===== config.mk =====
export PLATFORM = sky130hd
export DESIGN_NAME = nq_sweep_reporter
export DESIGN_NICKNAME = d
export VERILOG_FILES = /design/src/rtl/nq_pkg.sv /design/src/rtl/nq_uart_tx.sv /design/src/rtl/nq_sweep_reporter.sv
export SDC_FILE = /design/constraint.sdc
export NUM_CORES = 1
export LEC_CHECK = 0
export CAP_MARGIN = 20
export CORE_MARGIN = 1
export CORE_UTILIZATION = 57
export CTS_BUF_LIST = sky130_fd_sc_hd__clkbuf_4 sky130_fd_sc_hd__clkbuf_8 sky130_fd_sc_hd__clkbuf_16
export DETAILED_ROUTE_END_ITERATION = 10
export DONT_BUFFER_PORTS = 1
export GPL_TIMING_DRIVEN = 0
export PLACE_DENSITY = 0.8
export SETUP_SLACK_MARGIN = 0.1
export SYNTH_ARGS = -nofsm -noshare
export SYNTH_HDL_FRONTEND = slang
export SYNTH_SLANG_ARGS = --single-unit

===== constraint.sdc =====
create_clock -name clk -period 2 [get_ports clk]
set_input_delay 0.3 -clock clk [delete_from_list [all_inputs] [get_ports clk]]
set_output_delay 0.3 -clock clk [all_outputs]
set_load 0.02 [all_outputs]

===== src/rtl/nq_pkg.sv =====
`default_nettype none
// ============================================================================
// Module      : nq_pkg
// Description : Shared constants, controller state encoding and frame byte
//               selection for the N-Queens sweep reporter.
// Revision    : 1.0 - initial release
// ============================================================================
package nq_pkg;

  localparam logic [7:0] FRAME_HDR   = 8'hA5;
  localparam int         FRAME_BYTES = 5;
  localparam int         SUM_W       = 24;
  localparam int         N_W         = 5;
  localparam logic [SUM_W-1:0] TIMEOUT_SUM = 24'hFFFFFF;

  // Controller state encoding
  localparam int ST_W = 3;
  typedef logic [ST_W-1:0] nq_state_t;
  localparam logic [2:0] ST_IDLE    = 3'd0;
  localparam logic [2:0] ST_ACC_RST = 3'd1;
  localparam logic [2:0] ST_RUN     = 3'd2;
  localparam logic [2:0] ST_LATCH   = 3'd3;
  localparam logic [2:0] ST_TX_LOAD = 3'd4;
  localparam logic [2:0] ST_TX_WAIT = 3'd5;
  localparam logic [2:0] ST_NEXT    = 3'd6;
  localparam logic [2:0] ST_FINISH  = 3'd7;

  // Picks byte idx out of a frame packed with byte 0 in the low bits.
  function automatic logic [7:0] frame_byte(input logic [FRAME_BYTES*8-1:0] frame,
                                            input logic [2:0]               idx);
    logic [7:0] b;
    case (idx)
      3'd1:    b = frame[15:8];
      3'd2:    b = frame[23:16];
      3'd3:    b = frame[31:24];
      3'd4:    b = frame[39:32];
      default: b = frame[7:0];
    endcase
    return b;
  endfunction

endpackage
`default_nettype wire


===== src/rtl/nq_uart_tx.sv =====
`default_nettype none
// ============================================================================
// Module      : nq_uart_tx
// Description : 8N1 UART transmitter, LSB first. tx_busy rises the cycle after
//               an accepted tx_start and falls as the stop bit ends.
// Revision    : 1.0 - initial release
// ============================================================================
module nq_uart_tx #(
  parameter int CLKS_PER_BIT = 868
) (
  input  logic       clk,
  input  logic       reset,
  input  logic       tx_start,
  input  logic [7:0] tx_data,
  output logic       txd,
  output logic       tx_busy
);

  localparam int CNT_W = (CLKS_PER_BIT > 1) ? $clog2(CLKS_PER_BIT) : 1;
  localparam logic [CNT_W-1:0] CNT_LAST = CNT_W'(CLKS_PER_BIT - 1);

  // shift_q[0] is the bit on the line; ones shift in so the line idles high.
  logic [9:0]       shift_q, shift_d;
  logic [CNT_W-1:0] clk_cnt_q, clk_cnt_d;
  logic [3:0]       bit_idx_q, bit_idx_d;
  logic             busy_q, busy_d;

  // Bit timing and shift sequencing; start requests while busy are dropped.
  always_comb begin
    shift_d   = shift_q;
    clk_cnt_d = clk_cnt_q;
    bit_idx_d = bit_idx_q;
    busy_d    = busy_q;
    if (!busy_q) begin
      if (tx_start) begin
        shift_d   = {1'b1, tx_data, 1'b0};
        busy_d    = 1'b1;
        clk_cnt_d = '0;
        bit_idx_d = 4'd0;
      end
    end else if (clk_cnt_q == CNT_LAST) begin
      clk_cnt_d = '0;
      shift_d   = {1'b1, shift_q[9:1]};
      if (bit_idx_q == 4'd9) begin
        busy_d    = 1'b0;
        bit_idx_d = 4'd0;
      end else begin
        bit_idx_d = bit_idx_q + 4'd1;
      end
    end else begin
      clk_cnt_d = clk_cnt_q + 1'b1;
    end
  end

  // State registers; reset forces the line high, truncating any byte.
  always_ff @(posedge clk) begin
    if (!reset) begin
      shift_q   <= '1;
      clk_cnt_q <= '0;
      bit_idx_q <= 4'd0;
      busy_q    <= 1'b0;
    end else begin
      shift_q   <= shift_d;
      clk_cnt_q <= clk_cnt_d;
      bit_idx_q <= bit_idx_d;
      busy_q    <= busy_d;
    end
  end

  assign txd     = shift_q[0];
  assign tx_busy = busy_q;

endmodule
`default_nettype wire


===== src/rtl/nq_sweep_reporter.sv =====
`default_nettype none
// ============================================================================
// Module      : nq_sweep_reporter
// Description : Sweeps board size N_MIN..N_MAX through the N-Queens
//               accelerator and reports each count as a 5-byte UART frame
//               (A5, n, sum[23:16], sum[15:8], sum[7:0]).
//               Define NQ_TIMEOUT_EN to add a RUN watchdog that reports
//               FF FF FF after TIMEOUT_CYCLES without acc_done.
// Revision    : 1.0 - initial release
// ============================================================================
module nq_sweep_reporter
  import nq_pkg::*;
#(
  parameter int CLKS_PER_BIT   = 868,
  parameter int N_MIN          = 4,
  parameter int N_MAX          = 16,
  parameter int RST_CYCLES     = 25,
  parameter int TIMEOUT_CYCLES = 2**26
) (
  input  logic             clk,
  input  logic             reset,
  input  logic             start,
  output logic [N_W-1:0]   acc_n,
  output logic             acc_reset,
  input  logic [SUM_W-1:0] acc_sum,
  input  logic             acc_done,
  output logic             uart_txd,
  output logic             busy,
  output logic             sweep_done
);

  localparam int RST_W = (RST_CYCLES > 1) ? $clog2(RST_CYCLES) : 1;
  localparam logic [RST_W-1:0] RST_LAST = RST_W'(RST_CYCLES - 1);
  localparam logic [N_W-1:0]   N_FIRST  = N_W'(N_MIN);
  localparam logic [N_W-1:0]   N_LAST   = N_W'(N_MAX);
  localparam logic [2:0]       IDX_LAST = 3'(FRAME_BYTES - 1);

  nq_state_t                state_q, state_d;
  logic [N_W-1:0]           cur_n_q, cur_n_d;
  logic [RST_W-1:0]         rst_cnt_q, rst_cnt_d;
  logic [2:0]               idx_q, idx_d;
  logic [FRAME_BYTES*8-1:0] frame_q, frame_d;

  logic             tx_start;
  logic             tx_busy;
  logic [7:0]       tx_data;
  logic             timeout_hit;
  logic [SUM_W-1:0] sum_sel;

`ifdef NQ_TIMEOUT_EN
  localparam logic [31:0] WD_LAST = 32'(TIMEOUT_CYCLES - 1);

  logic [31:0] wd_q, wd_d;
  logic        timed_out_q, timed_out_d;

  // Watchdog: cleared while the accelerator is held in reset, counts in RUN.
  always_comb begin
    wd_d        = wd_q;
    timed_out_d = timed_out_q;
    if (state_q == ST_ACC_RST) begin
      wd_d        = '0;
      timed_out_d = 1'b0;
    end else if (state_q == ST_RUN) begin
      wd_d = wd_q + 32'd1;
      if (!acc_done && (wd_q == WD_LAST)) begin
        timed_out_d = 1'b1;
      end
    end
  end

  // Watchdog registers.
  always_ff @(posedge clk) begin
    if (!reset) begin
      wd_q        <= '0;
      timed_out_q <= 1'b0;
    end else begin
      wd_q        <= wd_d;
      timed_out_q <= timed_out_d;
    end
  end

  assign timeout_hit = (state_q == ST_RUN) && (wd_q == WD_LAST);
  assign sum_sel     = timed_out_q ? TIMEOUT_SUM : acc_sum;
`else
  assign timeout_hit = 1'b0;
  assign sum_sel     = acc_sum;
`endif

  // Sweep controller: reset/run each board size, then ship its frame.
  always_comb begin
    state_d   = state_q;
    cur_n_d   = cur_n_q;
    rst_cnt_d = rst_cnt_q;
    idx_d     = idx_q;
    frame_d   = frame_q;
    tx_start  = 1'b0;
    case (state_q)
      ST_IDLE: begin
        if (start) begin
          cur_n_d   = N_FIRST;
          rst_cnt_d = '0;
          state_d   = ST_ACC_RST;
        end
      end
      ST_ACC_RST: begin
        if (rst_cnt_q == RST_LAST) begin
          state_d = ST_RUN;
        end else begin
          rst_cnt_d = rst_cnt_q + 1'b1;
        end
      end
      ST_RUN: begin
        if (acc_done || timeout_hit) begin
          state_d = ST_LATCH;
        end
      end
      ST_LATCH: begin
        frame_d = {sum_sel[7:0], sum_sel[15:8], sum_sel[23:16],
                   {3'b000, cur_n_q}, FRAME_HDR};
        idx_d   = 3'd0;
        state_d = ST_TX_LOAD;
      end
      ST_TX_LOAD: begin
        tx_start = 1'b1;
        state_d  = ST_TX_WAIT;
      end
      ST_TX_WAIT: begin
        // tx_busy is already high on entry, so a low level marks the fall.
        if (!tx_busy) begin
          if (idx_q == IDX_LAST) begin
            state_d = ST_NEXT;
          end else begin
            idx_d   = idx_q + 3'd1;
            state_d = ST_TX_LOAD;
          end
        end
      end
      ST_NEXT: begin
        if (cur_n_q == N_LAST) begin
          state_d = ST_FINISH;
        end else begin
          cur_n_d   = cur_n_q + 1'b1;
          rst_cnt_d = '0;
          state_d   = ST_ACC_RST;
        end
      end
      ST_FINISH: begin
        state_d = ST_IDLE;
      end
      default: begin
        state_d = ST_IDLE;
      end
    endcase
  end

  // Controller registers.
  always_ff @(posedge clk) begin
    if (!reset) begin
      state_q   <= ST_IDLE;
      cur_n_q   <= N_FIRST;
      rst_cnt_q <= '0;
      idx_q     <= 3'd0;
      frame_q   <= '0;
    end else begin
      state_q   <= state_d;
      cur_n_q   <= cur_n_d;
      rst_cnt_q <= rst_cnt_d;
      idx_q     <= idx_d;
      frame_q   <= frame_d;
    end
  end

  assign tx_data    = frame_byte(frame_q, idx_q);
  assign acc_n      = cur_n_q;
  assign acc_reset  = (state_q == ST_IDLE) || (state_q == ST_ACC_RST) ||
                      (state_q == ST_FINISH);
  assign busy       = (state_q != ST_IDLE) && (state_q != ST_FINISH);
  assign sweep_done = (state_q == ST_FINISH);

  nq_uart_tx #(
    .CLKS_PER_BIT(CLKS_PER_BIT)
  ) u_uart_tx (
    .clk     (clk),
    .reset   (reset),
    .tx_start(tx_start),
    .tx_data (tx_data),
    .txd     (uart_txd),
    .tx_busy (tx_busy)
  );

endmodule
`default_nettype wire


==> results of run 1 <==
## through the flow
| step | std cells | TNS [ns] | area (um2) | power, W | util (%) |
|---|---|---|---|---|---|
| 2_1_floorplan | 410 | 0 | 3360 | 0.00164 | - |
| 5_1_grt | 502 | 0 | 3810 | 0.00293 | 68.0 |
| 3_5_place_dp | 482 | -2.06 | 3450 | 0.00169 | 61.5 |
| 3_3_place_gp | 482 | -1.57 | 3450 | 0.00168 | 61.5 |
| 4_1_cts | 499 | 0 | 3700 | 0.00282 | 66.0 |
| 6_report | 502 | 0 | 3810 | 0.00284 | 68.0 |
## power groups by stage
stage	combinational (W)	sequential, W	clock (W)
after global routing	0.000258	0.00145	0.00122
after detailed placement	0.000213	0.00148	0
final	0.000234	0.00145	0.00116
after CTS	0.000220	0.00145	0.00116
after floorplan	0.000168	0.00147	0
after global placement	0.000208	0.00148	0
## registers in the layout, indices dropped and copies added (netlist names)
register,cells
acc_n,5
frame_q,30
idx_q,3
rst_cnt_q,5
state_q,3
u_uart_tx.bit_idx_q,4
u_uart_tx.clk_cnt_q,10
u_uart_tx.shift_q,9
u_uart_tx.tx_busy,1
## cells by family after synthesis
family                     after synthesis  synth area share [%]
and+or+nand+nor                        164                  24.4
AOI/OAI and AO/OA                      116                  22.2
muxes                                    4                  1.23
DFF                                     70                  41.7
adders and majority gates               12                  4.47
xor gates and xnor gates                 6                  1.56
buffers and inverters                   38                  4.40
## layout make-up
type                            instances  share of cell area, %
Clock inverter                          6                   1.61
Multi-Input combinational cell        302                   49.8
Sequential cell                        70                   37.0
Timing Repair Buffer                    5                   1.31
Tap cell                               72                   2.36
Buffer                                 25                   3.21
Clock buffer                           10                   3.61
Inverter                               12                   1.18
## how the worst min path moves through the flow
stage,startpoint,end,slack (ns),depth (start not counted)
after global routing,acc_sum[6],frame_q[38]$_SDFFE_PN0P_,0.07,2
after floorplan,frame_q[29]$_SDFFE_PN0P_,frame_q[29]$_SDFFE_PN0P_,0.44,2
after global placement,acc_sum[22],frame_q[22]$_SDFFE_PN0P_,0.44,2
after CTS,acc_sum[10],frame_q[26]$_SDFFE_PN0P_,0.07,2
after detailed placement,acc_sum[10],frame_q[26]$_SDFFE_PN0P_,0.44,2
final,acc_sum[9],frame_q[25]$_SDFFE_PN0P_,0.07,2
## critical path, cell delays in order (launching register included)
cell and delay, ns:
dfxtp_2 0.35, ha_4 0.17, and4b_4 0.23, a311o_4 0.41, or4_1 0.50, o211ai_1 0.10
## layout by cell type (no fill, tap or decap), types with 6 or more instances in the layout
cell / Yosys / routed
a21oi_1: 42 / 40
dfxtp_1: 70 / 65
inv_1: 12 / 12
a22oi_1: 18 / 18
clkbuf_8: 0 / 10
nand4_1: 8 / 8
nand2_1: 74 / 74
ha_1: 12 / 10
o21ai_0: 21 / 18
clkbuf_1: 20 / 13
nor3_1: 7 / 6
a31oi_1: 6 / 6
nor2_1: 23 / 21
nand3_1: 12 / 12
## layer usage
layer	GRT usage (%)	share of wire [%]
met1	34.1	43
met2	41.4	48
met3	7.13	7.7
met4	13.9	1.6
met5	0	0
## synth_stat cells (7+ instances only)
master,number,share of area [%]
a21oi_1,42,6.3
a22oi_1,18,4.0
clkbuf_1,20,2.2
dfxtp_1,70,42
ha_1,12,4.5
inv_1,12,1.3
nand2_1,74,8.3
nand3_1,12,1.8
nand4_1,8,1.5
nor2_1,23,2.6
nor3_1,7,1.0
o21ai_0,21,3.1
## timing repair
| item | in CTS | in global routing |
|---|---|---|
| buffers inserted | 1 | 4 |
| gates resized for setup | 15 | 32 |
| endpoints found under the setup margin | 19 | 21 |
| pin swaps | 1 | 6 |
| gates cloned | 0 | 0 |
==> results_dict.tcl, run 1 <==
set metrics [dict create \
    final_max_slew_viol_count 0 \
    cp-start-kind "flop" \
    synth_cells 410 \
    synth_edf_count 0 \
    hpwl_um 5480 \
    rsz0062_at_grt "no" \
    crit_fanout 5 \
    p_leak_nw 1.25 \
    core_mm2 0.00561 \
    critPathRequiredTime_ns 2.28 \
    tightestPinTransition_ns 0.893 \
    synth_ff_type "dfxtp_1" \
    sw_frac_of_total_pct 25.8 \
    postRouteAntennaNets 0 \
    rows 27 \
    avgSynthCellArea_um2 8.19 \
    grt_antenna_before_repair 0 \
    first_iter_violations 269 \
    critPathCaptureType "flop" \
    grt_overflow 0 \
    min_period_ns 1.84 \
    synthDistinctLibCells 54 \
    gp_congestion 0.851 \
    setup_ws_ns 0.161 \
    drc_errors 0 \
    slew_headroom_pct 40.0 \
    grt_max_degree 13 \
    r2r_start "u_uart_tx.clk_cnt_q[0]$_SDFFE_PN0P_" \
    critPathKind "flop to flop" \
    timing.rr.end "u_uart_tx.clk_cnt_q[9]$_SDFFE_PN0P_" \
    fp.dieH_um 78.8 \
    vias_per_cell 6.20 \
    finalSetupViolations 0 \
    power.density_mw_per_mm2 744 \
    finalNetCount 465 \
    io_pins 37 \
    clkTransAtPathRegs_ns 0.08 \
    maxCapViolCount 0 \
    worst_skew_pair.late_latency_ns 0.36 \
    fin_hold_ws_ns 0.0670 \
    wl_um 8140 \
    die_w_um 78.8 \
    comb_power_share_pct 8.2 \
    synthToLayoutAreaGrowth_pct 13.6 \
    cts_hold_repair.buffers 0 \
    cts_buffers 9 \
    ys_seq_area_share_pct 41.7 \
    r2r_setup_slack_ns 0.16 \
    max_freq_ghz 0.544 \
    dr.pass1.iters 5 \
    grt_pass1_vias 2852 \
    pwr-share-seq_pct 51.0 \
    ys_seq_elements 70 \
    multiInputGateArea_mm2 0.00190 \
    cts_tree "built" \
    clockPowerShare_pct 40.7 \
    fin_crit_sh_pct 91.9 \
    ir_drop_mv 0.542 \
    r2r_cells 5 \
    final_layout_size_suffix_gt1_share_pct 14.2 \
    dieArea_mm2 0.00620 \
    fillCellCount 474 \
    switchingPower_w 0.000732 \
    regArea_mm2 0.00141 \
    grt_pass1_wl_um 12800 \
    startpoint "u_uart_tx.clk_cnt_q[0]$_SDFFE_PN0P_" \
    antenna_cells 0 \
    preCtsSetupSlack_ns -0.317 \
    clockBufferDepth 2 \
    buffer_ports.inserted 0 \
    yosysWarnings 0 \
    cts-root-buf "clkbuf_8" \
    async_flop_share_pct 0 \
    synth_nets 450 \
    numClockSinks 70 \
    wl_per_cell_um 16.2 \
    via_count 3110 \
    finClkSkew_ns 0.00643 \
    synthesis.area_mm2 0.00336 \
    p_int_w 0.00210 \
    htreeDepth 3 \
    hp-class "input pin to flop" \
    endpoint "u_uart_tx.clk_cnt_q[9]$_SDFFE_PN0P_" \
    cp_data_arrival_time_ns 2.12 \
    track_usage_pct 26.8 \
    outcome "finished clean" \
    final-hold-violation-count 0 \
    initial_core_util_pct 59.9 \
]
Note: power is estimated with default switching activity, not from simulation.
==> run 2, diff against run 1 <==
--- a/config.mk
+++ b/config.mk
@@ -8,10 +8,10 @@
 export CAP_MARGIN = 20
 export CORE_MARGIN = 1
-export CORE_UTILIZATION = 57
+export CORE_UTILIZATION = 60
 export CTS_BUF_LIST = sky130_fd_sc_hd__clkbuf_4 sky130_fd_sc_hd__clkbuf_8 sky130_fd_sc_hd__clkbuf_16
 export DETAILED_ROUTE_END_ITERATION = 10
 export DONT_BUFFER_PORTS = 1
 export GPL_TIMING_DRIVEN = 0
-export PLACE_DENSITY = 0.8
+export PLACE_DENSITY = 0.81
 export SETUP_SLACK_MARGIN = 0.1
 export SYNTH_ARGS = -nofsm -noshare
==> constraint.sdc (replaced) <==
create_clock -name clk -period 2.1 [get_ports clk]
set_input_delay 0.315 -clock clk [delete_from_list [all_inputs] [get_ports clk]]
set_output_delay 0.315 -clock clk [all_outputs]
set_load 0.005 [all_outputs]
==> run 2 against run 1 <==
- via count decreased by 0.64%
- clock-buffer cell count did not move
- cell count fell by 1.2%
- combinational power is 15% lower
- register-to-register slack hardly changed
- critical path depth up 3
- sequential power down 5%
- final area shrank 3.7%
==> results_dict.tcl, run 2 (same netlist as run 1, synthesis figures left out) <==
set metrics [dict create \
    outcome "finished clean" \
    largest_register_ffs 30 \
    critPathCaptureType "flop" \
    min_path_cells 2 \
    die_w_um 76.8 \
    grt_max_degree 14 \
    max_freq_ghz 0.516 \
    cts_buffers 9 \
    finalNetCount 461 \
    io_pins 37 \
    layout_commonest_cell "nand2_1" \
    fillCellCount 437 \
    top_regs "frame_q: 30 flops, u_uart_tx.clk_cnt_q: 10 flops, u_uart_tx.shift_q: 9 flops" \
    gp_congestion 0.854 \
    clkTransAtPathRegs_ns 0.08 \
    htreeDepth 3 \
    initial_core_util_pct 64.1 \
    worst_skew_pair.late_latency_ns 0.35 \
    buffer_ports.inserted 0 \
    cp_data_arrival_time_ns 2.21 \
    rsz0062_at_grt "yes" \
    final_max_slew_viol_count 0 \
    fin_crit_sh_pct 92.2 \
    timing.rr.end "u_uart_tx.shift_q[6]$_SDFFE_PN1P_" \
    p_leak_nw 1.18 \
    cp_top_family "compound AO/OA/AOI/OAI gates" \
    slew_headroom_pct 42.2 \
    setup_ws_ns 0.164 \
    power.density_mw_per_mm2 701 \
    slowest_delay_ns 0.32 \
    grt_antenna_before_repair 0 \
    cts_hold_repair.buffers 0 \
    r2r_start "idx_q[2]$_SDFFE_PN0P_" \
    finalPower_w 0.00258 \
    hold_start "acc_sum[12]" \
    fp.dieH_um 76.8 \
    cp.buffers_inverters 3 \
    critPathKind "flop to flop" \
    cp-start-kind "flop" \
    grt_pass1_wl_um 13000 \
    top_register "frame_q" \
    tightestPinTransition_ns 0.860 \
    rows 26 \
    fin_hold_ws_ns 0.0901 \
    final_layout_size_suffix_gt1_share_pct 10.6 \
    clockBufferDepth 2 \
    min_period_ns 1.94 \
    antenna_cells 0 \
    preCtsSetupSlack_ns -0.130 \
    track_usage_pct 27.6 \
    design_area_mm2 0.00367 \
    post_cts_buffers 0 \
    r2r_cells 8 \
    layout_common_cells "74 x nand2_1, 68 x dfxtp_1, 41 x a21oi_1" \
    wl_um 7880 \
    wl_per_cell_um 15.9 \
    numClockSinks 70 \
    crit_fanout 10 \
    maxCapViolCount 0 \
    grt_pass1_vias 2852 \
    placed_cell_area_mm2 0.00345 \
    crit_chain "clkbuf_4, inv_1, ha_1, clkbuf_2, nor4_4, o21a_1, o21ai_0, a31oi_1" \
    dr.pass1.iters 5 \
    finClkSkew_ns 0.00882 \
    ir_drop_mv 0.561 \
    via_count 3090 \
    dieArea_mm2 0.00590 \
    grt_overflow 0 \
    core_mm2 0.00524 \
    drc_errors 0 \
    hpwl_um 5620 \
    synthToLayoutAreaGrowth_pct 9.43 \
    final-hold-violation-count 0 \
    first_iter_violations 238 \
    finalSetupViolations 0 \
    cpMaxStageDelayCell "dfxtp_1" \
    postRouteAntennaNets 0 \
    vias_per_cell 6.23 \
    critPathRequiredTime_ns 2.37 \
    cts_tree "built" \
    r2r_setup_slack_ns 0.16 \
    hp-class "input pin to flop" \
    cts-root-buf "clkbuf_8" \
    hold_end "frame_q[28]$_SDFFE_PN0P_" \
    final_core_util_pct 70.2 \
]
## run 2: area by class of cell
| cell class | instances | area [um2] | area share (%) |
|---|---|---|---|
| clock buffer | 10 | 138 | 3.75 |
| tap | 70 | 87.6 | 2.38 |
| buffer | 26 | 110 | 3.00 |
| multi-input combinational | 302 | 1840 | 50.2 |
| clock inverter | 6 | 47.5 | 1.29 |
| sequential | 70 | 1400 | 38.2 |
| inverter | 12 | 45.0 | 1.23 |
## run 2: metal layers
layer	wire length, um	vias up	track usage (%)
li1	-	1512	-
met1	3600	1455	35.3
met2	3680	111	45.4
met3	484	12	7.74
met4	115	0	7.69
met5	0	-	0
## run 2: stage by stage
step	std cells	TNS [ns]
global placement	480	-0.366
CTS	496	0
floorplan	410	0
global route	496	0
detailed placement	480	-0.606
finish	496	0
## run 2: how the worst max path moves through the flow
stage	slack [ns]	to	start	depth (start not counted)
after floorplan	0.21	u_uart_tx.shift_q[2]$_SDFFE_PN1P_	idx_q[2]$_SDFFE_PN0P_	8
after global placement	-0.06	u_uart_tx.shift_q[5]$_SDFFE_PN1P_	idx_q[2]$_SDFFE_PN0P_	8
after detailed placement	-0.13	u_uart_tx.shift_q[2]$_SDFFE_PN1P_	idx_q[2]$_SDFFE_PN0P_	8
after CTS	0.11	u_uart_tx.shift_q[6]$_SDFFE_PN1P_	idx_q[2]$_SDFFE_PN0P_	8
after global routing	0.07	u_uart_tx.shift_q[6]$_SDFFE_PN1P_	idx_q[0]$_SDFFE_PN0P_	7
final	0.16	u_uart_tx.shift_q[6]$_SDFFE_PN1P_	idx_q[2]$_SDFFE_PN0P_	8
## run 2: repair_timing
| action | 4_1_cts | 5_1_grt |
|---|---|---|
| cloned | 0 | 0 |
| setup endpoints to repair | 8 | 19 |
| gates resized for setup | 4 | 14 |
## run 2: report_power, final
part / total [W] / internal (W) / switching [W]
Clock: 0.000999 / 0.000463 / 0.000536
Sequential: 0.00138 / 0.00136 / 0.0000208
Combinational: 0.000199 / 0.0000656 / 0.000134
==> run 3, diff against run 2 <==
CORE_UTILIZATION = 57   (was 60)
PLACE_DENSITY = 0.8   (was 0.81)
clock period = 1.6 ns   (was 2.1 ns; I/O delays follow)
==> run 3 against run 2 <==
- the flow now finishes with violations (setup timing)
- sequential power increased by 31%
- critical endpoint is now u_uart_tx.clk_cnt_q[9]$_SDFFE_PN0P_
- largest cell class unchanged
- clock skew increased by 0.0017 ns
- worst hold slack got worse by 0.089 ns
- die area increased by 5.1%
- final area increased by 21%
- combinational power increased by 110%
==> results_dict.tcl, run 3 (same netlist as run 1, synthesis figures left out) <==
set metrics [dict create \
    outcome "complete, but fails checks" \
    violations "setup timing" \
    cts_buffers 9 \
    numClockSinks 70 \
    clkTransAtPathRegs_ns 0.08 \
    setup_ws_ns -0.0702 \
    die_w_um 78.8 \
    stdcell_count 530 \
    via_count 3375 \
    hp-class "input pin to flop" \
    p_leak_nw 1.50 \
    drc_errors 0 \
    preCtsSetupSlack_ns -0.263 \
    fin_crit_sh_pct 104 \
    finalNetCount 493 \
    layout_commonest_cell "nand2_1" \
    first_iter_violations 323 \
    track_usage_pct 31.0 \
    power.density_mw_per_mm2 819 \
    htreeDepth 3 \
    cts_tree "built" \
    cp_data_arrival_time_ns 1.96 \
    gp_congestion 0.836 \
    cpMaxStageDelayCell "or4_1" \
    grt_pass1_wl_um 14800 \
    dr.pass1.iters 5 \
    worst_skew_pair.late_latency_ns 0.36 \
    dpl.cell_count 482 \
    wl_per_cell_um 18.8 \
    grt_antenna_before_repair 0 \
    clockBufferDepth 2 \
    core_mm2 0.00561 \
    finClkSkew_ns 0.0105 \
    top_register "frame_q" \
    finalSetupViolations 10 \
    rsz0062_at_grt "yes" \
    finalSetupTns_ns -0.164 \
    final_layout_size_suffix_gt1_share_pct 32.3 \
    postRouteAntennaNets 0 \
    tightestPinTransition_ns 0.648 \
    wl_um 9940 \
    buffer_ports.inserted 0 \
    cts-root-buf "clkbuf_8" \
    grt_overflow 0 \
    slew_headroom_pct 56.8 \
    crit_chain "ha_4, and4b_4, a311o_4, or4_1, o211ai_1" \
    critPathRequiredTime_ns 1.89 \
    rows 27 \
    final_max_slew_viol_count 0 \
    critPathCaptureType "flop" \
    final-hold-violation-count 0 \
    fp.dieH_um 78.8 \
    vias_per_cell 6.37 \
    io_pins 37 \
    grt_pass1_vias 3189 \
    finalPower_w 0.00366 \
    hpwl_um 5850 \
    min_period_ns 1.67 \
    grt_max_degree 13 \
    top_regs "frame_q: 30 flops, u_uart_tx.clk_cnt_q: 10 flops, u_uart_tx.shift_q: 9 flops" \
    antenna_cells 0 \
    ir_drop_mv 0.631 \
    maxCapViolCount 0 \
    critPathKind "flop to flop" \
    dieArea_mm2 0.00620 \
    max_freq_ghz 0.599 \
    synthToLayoutAreaGrowth_pct 32.9 \
    largest_register_ffs 30 \
    initial_core_util_pct 59.9 \
    cp-start-kind "flop" \
    final_core_util_pct 79.6 \
    slowest_delay_ns 0.42 \
    layout_common_cells "71 x nand2_1, 58 x dfxtp_1, 33 x a21oi_1" \
    crit_fanout 5 \
]
run 3: per-stage QoR:
stage	cell area [um2]	hold WS (ns)
6_report	4460	0.00141
5_1_grt	4460	0.00713
4_1_cts	4110	0.00691
3_5_place_dp	3580	0.382
3_3_place_gp	3580	0.378
2_1_floorplan	3490	0.376
run 3: critical path: cells and delay by family, from the launching register on:
family          cells  cell delay, ns
simple gates        2            0.63
compound gates      2            0.45
flops               1            0.36
fa+ha+maj           1            0.15
run 3: final cells by class:
| class | instances | area, um2 |
|---|---|---|
| Clock buffer | 9 | 124 |
| Timing Repair Buffer | 32 | 263 |
| Fill cell | 347 | 1140 |
| Inverter | 12 | 60.1 |
| Buffer | 25 | 206 |
| Clock inverter | 7 | 65.1 |
| Multi-Input combinational cell | 303 | 2220 |
| Sequential cell | 70 | 1440 |
| Tap cell | 72 | 90.1 |
run 3: worst paths after layout:
check                                           start                                   to  slack [ns]  depth (start not counted)
setup / recovery  u_uart_tx.clk_cnt_q[0]$_SDFFE_PN0P_  u_uart_tx.clk_cnt_q[9]$_SDFFE_PN0P_       -0.07                          5
hold / removal                            acc_sum[23]             frame_q[23]$_SDFFE_PN0P_       0.001                          2
setup reg to reg  u_uart_tx.clk_cnt_q[0]$_SDFFE_PN0P_  u_uart_tx.clk_cnt_q[9]$_SDFFE_PN0P_       -0.07                          5
hold reg to reg               frame_q[9]$_SDFFE_PN0P_              frame_q[9]$_SDFFE_PN0P_        0.46                          2
run 3: timing repair:
action                                  in CTS  in global routing
endpoints found under the hold margin        0                  1
pin swaps                                   21                 24
setup buffers                               14                 15
hold buffers                                 0                  1
gates resized for setup                     73                 68
endpoints found under the setup margin      71                 57
gates cloned                                 2                  1
run 3: layer usage:
layer | GRT usage, % | share of wire, % | vias to the layer above
met1 | 36.6 | 39 | 1583
met4 | 16.1 | 4.3 | 0
met5 | 0 | 0 | -
met3 | 6.44 | 6.1 | 45
li1 | - | - | 1583
met2 | 52.8 | 50 | 164
run 3: where the power goes:
part	switching, W	internal (W)	total, W
clock network	0.000716	0.000708	0.00142
logic	0.000242	0.000185	0.000427
registers	0.0000352	0.00177	0.00181
